<file path="config.mk">
export PLATFORM = sky130hd
export DESIGN_NAME = servo_position_ctrl_flat
export DESIGN_NICKNAME = d
export VERILOG_FILES = /design/src/rtl/servo_position_ctrl_if.sv /design/src/rtl/servo_position_ctrl.sv /design/src/flat_wrapper.sv
export SDC_FILE = /design/constraint.sdc
export NUM_CORES = 1
export LEC_CHECK = 0
export ABC_AREA = 1
export CORE_MARGIN = 3
export CORE_UTILIZATION = 53
export DETAILED_ROUTE_END_ITERATION = 7
export PLACE_DENSITY = 0.82
export SYNTH_ARGS = -nofsm -noshare
export SYNTH_HDL_FRONTEND = slang
export SYNTH_SLANG_ARGS = --single-unit
</file>
<file path="constraint.sdc">
create_clock -name clk -period 4 [get_ports clk]
set_input_delay 1.2 -clock clk [delete_from_list [all_inputs] [get_ports clk]]
set_output_delay 1.2 -clock clk [all_outputs]
set_load 0.02 [all_outputs]
</file>
<file path="src/rtl/servo_position_ctrl_if.sv">
// Target-load handshake for servo_position_ctrl: the master requests a seek target for one channel.
interface servo_position_ctrl_if #(
  parameter int unsigned NUM_CH = 4,
  parameter int unsigned POS_W  = 8
) ();
  localparam int unsigned CH_W = (NUM_CH > 1) ? $clog2(NUM_CH) : 1;

  logic             tgt_valid;
  logic             tgt_ready;
  logic [CH_W-1:0]  tgt_ch;
  logic [POS_W-1:0] tgt_pos;

  modport master (
    output tgt_valid,
    output tgt_ch,
    output tgt_pos,
    input  tgt_ready
  );

  modport slave (
    input  tgt_valid,
    input  tgt_ch,
    input  tgt_pos,
    output tgt_ready
  );
endinterface

</file>
<file path="src/rtl/servo_position_ctrl.sv">
// Tick-paced multi-channel servo position controller: keypad jog plus ramped seek to a target,
// each channel held inside its own [MIN_POS, MAX_POS] window.
module servo_position_ctrl #(
  parameter int unsigned              NUM_CH   = 4,
  parameter int unsigned              POS_W    = 8,
  parameter int unsigned              TICK_DIV = 524288,
  parameter int unsigned              HOME     = 128,
  parameter logic [NUM_CH*POS_W-1:0]  MIN_POS  = {4{8'd1}},
  parameter logic [NUM_CH*POS_W-1:0]  MAX_POS  = {4{8'd255}}
) (
  input  logic                     clk,
  input  logic                     rst_n,
  input  logic [7:0]               action,
  servo_position_ctrl_if.slave     tgt,
  output logic [NUM_CH*POS_W-1:0]  location,
  output logic [NUM_CH-1:0]        busy,
  output logic [NUM_CH-1:0]        at_min,
  output logic [NUM_CH-1:0]        at_max,
  output logic [7:0]               led_out
);

  localparam int unsigned CNT_W = $clog2(TICK_DIV);

  typedef enum logic {StIdle, StSeek} ch_state_e;

  logic [CNT_W-1:0] cnt_q;
  logic             tick;
  logic [7:0]       led_q;
  ch_state_e        state_q [NUM_CH];
  logic [POS_W-1:0] loc_q   [NUM_CH];
  logic [POS_W-1:0] tgt_q   [NUM_CH];

  logic [POS_W-1:0] min_a   [NUM_CH];
  logic [POS_W-1:0] max_a   [NUM_CH];
  logic [POS_W-1:0] home_a  [NUM_CH];

  logic              is_home;
  logic              code_ok;
  logic [NUM_CH-1:0] jog_fwd;
  logic [NUM_CH-1:0] jog_rev;

  logic              ready;
  logic              accept;
  logic [POS_W-1:0]  sel_min;
  logic [POS_W-1:0]  sel_max;
  logic [POS_W-1:0]  tgt_clamp;

  assign tick = (cnt_q == CNT_W'(TICK_DIV - 1));

  // Per-channel limits and clamped home position, all constant.
  always_comb begin
    for (int unsigned k = 0; k < NUM_CH; k++) begin
      min_a[k] = MIN_POS[k*POS_W +: POS_W];
      max_a[k] = MAX_POS[k*POS_W +: POS_W];
      if (HOME < 32'(min_a[k])) begin
        home_a[k] = min_a[k];
      end else if (HOME > 32'(max_a[k])) begin
        home_a[k] = max_a[k];
      end else begin
        home_a[k] = POS_W'(HOME);
      end
    end
  end

  always_comb begin
    is_home = (action == 8'h48);
    code_ok = is_home || (action == 8'h30);
    jog_fwd = '0;
    jog_rev = '0;
    for (int unsigned k = 0; k < NUM_CH; k++) begin
      jog_fwd[k] = (action == 8'(32'h31 + 2 * k));
      jog_rev[k] = (action == 8'(32'h32 + 2 * k));
      code_ok    = code_ok || jog_fwd[k] || jog_rev[k];
    end
  end

  // Out-of-range channel indices match no k, so ready stays low for them.
  always_comb begin
    ready   = 1'b0;
    sel_min = '0;
    sel_max = '0;
    for (int unsigned k = 0; k < NUM_CH; k++) begin
      if (32'(tgt.tgt_ch) == k) begin
        ready   = (state_q[k] == StIdle);
        sel_min = min_a[k];
        sel_max = max_a[k];
      end
    end
    if (tick && is_home) begin
      ready = 1'b0;
    end
    if (tgt.tgt_pos < sel_min) begin
      tgt_clamp = sel_min;
    end else if (tgt.tgt_pos > sel_max) begin
      tgt_clamp = sel_max;
    end else begin
      tgt_clamp = tgt.tgt_pos;
    end
  end

  assign tgt.tgt_ready = ready;
  assign accept        = tgt.tgt_valid && ready;

  always_ff @(posedge clk or negedge rst_n) begin
    if (!rst_n) begin
      cnt_q <= '0;
      led_q <= 8'h30;
      for (int unsigned k = 0; k < NUM_CH; k++) begin
        state_q[k] <= StIdle;
        loc_q[k]   <= home_a[k];
        tgt_q[k]   <= home_a[k];
      end
    end else begin
      cnt_q <= tick ? '0 : cnt_q + CNT_W'(1);
      if (tick && code_ok) begin
        led_q <= action;
      end
      for (int unsigned k = 0; k < NUM_CH; k++) begin
        if (accept && 32'(tgt.tgt_ch) == k) begin
          // A fresh target beats a same-cycle jog; stepping begins on the next tick.
          tgt_q[k]   <= tgt_clamp;
          state_q[k] <= StSeek;
        end else if (tick) begin
          if (is_home) begin
            tgt_q[k]   <= home_a[k];
            state_q[k] <= StSeek;
          end else if (jog_fwd[k]) begin
            if (loc_q[k] < max_a[k]) loc_q[k] <= loc_q[k] + POS_W'(1);
            state_q[k] <= StIdle;
          end else if (jog_rev[k]) begin
            if (loc_q[k] > min_a[k]) loc_q[k] <= loc_q[k] - POS_W'(1);
            state_q[k] <= StIdle;
          end else if (state_q[k] == StSeek) begin
            if (loc_q[k] == tgt_q[k]) begin
              state_q[k] <= StIdle;
            end else if (loc_q[k] < tgt_q[k]) begin
              loc_q[k] <= loc_q[k] + POS_W'(1);
              if (loc_q[k] + POS_W'(1) == tgt_q[k]) state_q[k] <= StIdle;
            end else begin
              loc_q[k] <= loc_q[k] - POS_W'(1);
              if (loc_q[k] - POS_W'(1) == tgt_q[k]) state_q[k] <= StIdle;
            end
          end
        end
      end
    end
  end

  always_comb begin
    location = '0;
    busy     = '0;
    at_min   = '0;
    at_max   = '0;
    for (int unsigned k = 0; k < NUM_CH; k++) begin
      location[k*POS_W +: POS_W] = loc_q[k];
      busy[k]   = (state_q[k] == StSeek);
      at_min[k] = (loc_q[k] == min_a[k]);
      at_max[k] = (loc_q[k] == max_a[k]);
    end
  end

  assign led_out = led_q;

endmodule

</file>
<file path="src/flat_wrapper.sv">
// flat-port wrapper written by rule: the top's interface ports become plain ports
module servo_position_ctrl_flat 
#(
  parameter int unsigned              NUM_CH   = 4,
  parameter int unsigned              POS_W    = 8,
  parameter int unsigned              TICK_DIV = 524288,
  parameter int unsigned              HOME     = 128,
  parameter logic [NUM_CH*POS_W-1:0]  MIN_POS  = {4{8'd1}},
  parameter logic [NUM_CH*POS_W-1:0]  MAX_POS  = {4{8'd255}}
)
  (clk, rst_n, action, location, busy, at_min, at_max, led_out, tgt_tgt_valid, tgt_tgt_ch, tgt_tgt_pos, tgt_tgt_ready);
  servo_position_ctrl_if #(.NUM_CH(NUM_CH), .POS_W(POS_W)) tgt_i ();
  input  logic clk;
  input  logic rst_n;
  input  logic [7:0] action;
  output logic [NUM_CH*POS_W-1:0] location;
  output logic [NUM_CH-1:0] busy;
  output logic [NUM_CH-1:0] at_min;
  output logic [NUM_CH-1:0] at_max;
  output logic [7:0] led_out;
  input wire logic [$bits(tgt_i.tgt_valid)-1:0] tgt_tgt_valid;
  input wire logic [$bits(tgt_i.tgt_ch)-1:0] tgt_tgt_ch;
  input wire logic [$bits(tgt_i.tgt_pos)-1:0] tgt_tgt_pos;
  output wire logic [$bits(tgt_i.tgt_ready)-1:0] tgt_tgt_ready;
  assign tgt_i.tgt_valid = tgt_tgt_valid;
  assign tgt_i.tgt_ch = tgt_tgt_ch;
  assign tgt_i.tgt_pos = tgt_tgt_pos;
  assign tgt_tgt_ready = tgt_i.tgt_ready;
  servo_position_ctrl #(.NUM_CH(NUM_CH), .POS_W(POS_W), .TICK_DIV(TICK_DIV), .HOME(HOME), .MIN_POS(MIN_POS), .MAX_POS(MAX_POS)) u_core (.clk(clk), .rst_n(rst_n), .action(action), .tgt(tgt_i), .location(location), .busy(busy), .at_min(at_min), .at_max(at_max), .led_out(led_out));
endmodule
</file>
==> impl_metrics.py <==
metrics = {
    "timing": {
        "post-route-period-util_pct": 98.7,
        "worst_slew_pin_slew_ns": 0.907,
        "fmax_ghz": 0.253,
        "slew_headroom_pct": 38.9,
        "report.final.slew_viol_count": 0,
        "fin_tns_setup_ns": 0,
        "finalHoldViolations": 0,
        "setup_viol": 0,
        "skew_ns": 0.00865,
        "fin_crit_ns": 3.95,
    },
    "global_route": {
        "grt_start_max_net_pins": 51,
        "grt_util_all_layers_pct": 27.6,
        "antenna_found_initial": 0,
        "grt_pass1_wl_um": 37100,
        "grt_pass1_vias": 7719,
        "grt_remaining_overflow": 0,
    },
    "pwr": {
        "peakVddDrop_v": 0.000222,
        "power_mw": 3.33,
        "power.internal_mw": 2.14,
        "p_switching_mw": 1.19,
        "p_clk_share_pct": 31.1,
        "p_seq_share_pct": 35.9,
        "leakage_nw": 4.96,
        "pwr_density_cell_nw_per_um2": 352,
        "comb_power_share_pct": 33.0,
        "p_sw_share_pct": 35.8,
    },
    "critical_path": {
        "cp-end-kind": "output pin",
        "max_stage_delay_ns": 0.42,
        "crit_path_start_kind": "input pin",
        "critical_path_class": "in2out",
        "critPathArrivalTime_ns": 2.75,
        "critPathSlowestCell": "clkdlybuf4s50_1",
        "cp_max_fo": 2,
        "cp_cell_sequence": "clkdlybuf4s50_1, nor2_1, buf_4, nand3_1, nor2_4, nand3_4, nand2_2, inv_2, clkdlybuf4s15_1",
        "worstPathRequired_ns": 2.80,
        "r2r_slack_ns": 1.35,
    },
    "drt": {
        "drc": 0,
        "wl_per_cell_um": 14.6,
        "postRouteAntennaNets": 0,
        "viasPerCell": 5.50,
        "dr.first_iter.drc_count": 808,
        "finalWirelength_um": 22100,
        "drt_pre_antenna_iters": 5,
        "vias": 8298,
    },
    "yosys": {
        "netlist-cell-type-count": 46,
        "ys.flop_type": "dfrtp_1",
        "ys_ff_latch": 95,
        "synth_top_area_share_pct": 26.4,
        "async_reset_ff_share_pct": 100,
        "syn_area_um2": 8070,
        "synth_edf_count": 0,
        "syn_avg_cell_area_um2": 6.55,
        "ys_seq_area_share_pct": 29.6,
        "synthTopCellsByArea": "dfrtp_1 (26%), nand2_1 (18%), nand3_1 (8.5%), inv_1 (7.5%), ha_1 (7.4%)",
        "syn_inst": 1233,
        "ys_warn_count": 0,
        "yosysTopAreaCell": "dfrtp_1",
    },
    "layout": {
        "syn2layout_area_growth_pct": 17.0,
        "diodes": 0,
        "final_core_util_pct": 64.2,
        "layout_commonest_cell": "nand2_1",
        "final_cell_mix": "nand2_1 (395), inv_1 (161), nand3_1 (137)",
        "stdcell_area_um2": 9440,
        "layout.nets": 1389,
        "layout-drive-gt1-share_pct": 7.70,
        "instances_no_fill": 1509,
    },
    "clock_network": {
        "numCtsBuffers": 9,
        "path_clk_slew_ns": 0.06,
        "cts_max_path_buffers": 2,
        "root_buffer": "clkbuf_16",
        "cts.sink_count": 95,
        "h-tree-depth": 3,
        "clock_latency_ns": 0.36,
        "cts_tree": "built",
    },
    "placement": {
        "place.gp.congestion": 0.923,
        "dp_cells": 1492,
        "hpwl_um": 16700,
        "place.port_buffers": 73,
        "place_area_um2": 9080,
    },
    "run": {
        "max_cap_viol_count": 0,
    },
    "floorplan": {
        "dieWidth_um": 129,
        "io_pins": 74,
        "fp.coreArea_um2": 14700,
        "fp-row-count": 44,
        "die_h_um": 129,
        "dieArea_um2": 16700,
        "initial_core_util_pct": 54.9,
    },
    "hold_path": {
        "hold_class": "reg2reg",
    },
    "run_status": {
        "status": "finished, final reports clean",
    },
}
## cells in the mapped netlist, types with 8 or more instances
cell type	instances
a21oi_1	31
clkbuf_1	11
dfrtp_1	85
dfstp_2	10
ha_1	48
inv_1	161
nand2_1	395
nand2_2	10
nand3_1	137
nand4_1	27
nor2_1	123
nor3_1	14
o21ai_0	68
o21ai_2	11
o22ai_1	8
xor2_1	18
## registers in the layout (all words and copies together) (netlist names)
signal and flops:
u_core.cnt_q 19, u_core.busy 4, u_core.tgt_q 32, u_core.location 32, u_core.led_out 8
## power by group through the flow
stage	logic [mW]	clock network (mW)	registers, mW
after floorplan	0.783	0	1.18
after global placement	1.05	0	1.21
after detailed placement	1.08	0	1.20
after CTS	1.08	1.05	1.19
after global routing	1.26	1.08	1.21
final	1.10	1.03	1.19
## routing by layer
layer  global-route usage (%)  part of all wire, %  wire (um)
met1                     36.8                   44       9760
met5                        0                    0          0
met3                     3.34                  5.8       1280
met2                     45.4                   47      10400
met4                     11.4                  2.8        618
## critical path: cells and delay by family
family / cells / cell delay (ns)
simple gates: 5 / 0.63
buf+inv: 4 / 0.90
## logic make-up (layout without fill, tap and decap cells)
family / count (synthesis) / after routing / synth area share [%]
buffers and inverters: 186 / 276 / 9.01
AO/OA/AOI/OAI: 139 / 139 / 9.83
other: 1 / 3 / 0.0465
adder cells (fa/ha/maj): 48 / 48 / 7.44
AND/OR/NAND/NOR: 739 / 739 / 41.2
XOR/XNOR: 25 / 25 / 2.88
flip-flops: 95 / 95 / 29.6
## stage by stage
stage	hold WS, ns	setup slack (ns)
after floorplan	0.433	0.760
after global placement	0.453	-0.0998
after detailed placement	0.466	-0.153
after CTS	0.481	0.0599
after global routing	0.494	-0.0267
final	0.481	0.0526
## final cells by class
| class | count | area [um2] |
|---|---|---|
| flip-flops and latches | 95 | 2390 |
| well taps | 184 | 230 |
| clock inverters | 3 | 90.1 |
| fillers | 1323 | 5260 |
| multi-input cells | 954 | 4970 |
| clock buffers | 13 | 260 |
| repair buffers | 93 | 878 |
| inverters | 167 | 627 |
## worst paths after layout
check	endpoint	startpoint	depth (start not counted)
min in group asynchronous	u_core.location[18]	rst_n	1
worst max register to register	u_core.location[20]	u_core.location[16]	14
worst min register to register	u_core.led_out[5]	u_core.led_out[5]	2
max in group asynchronous	u_core.tgt_q[31]	rst_n	2
worst max-delay path	tgt_tgt_ready	action[1]	9
worst min-delay path	u_core.led_out[5]	u_core.led_out[5]	2
## what timing repair did
item                                   CTS  global route
setup endpoints to repair                1             1
endpoints found under the hold margin    0             0
pin swaps                                0             1
setup buffers                            0             1
hold buffers                             0             0
gates resized for setup                  1             2
(Power assumes the default switching activity.)
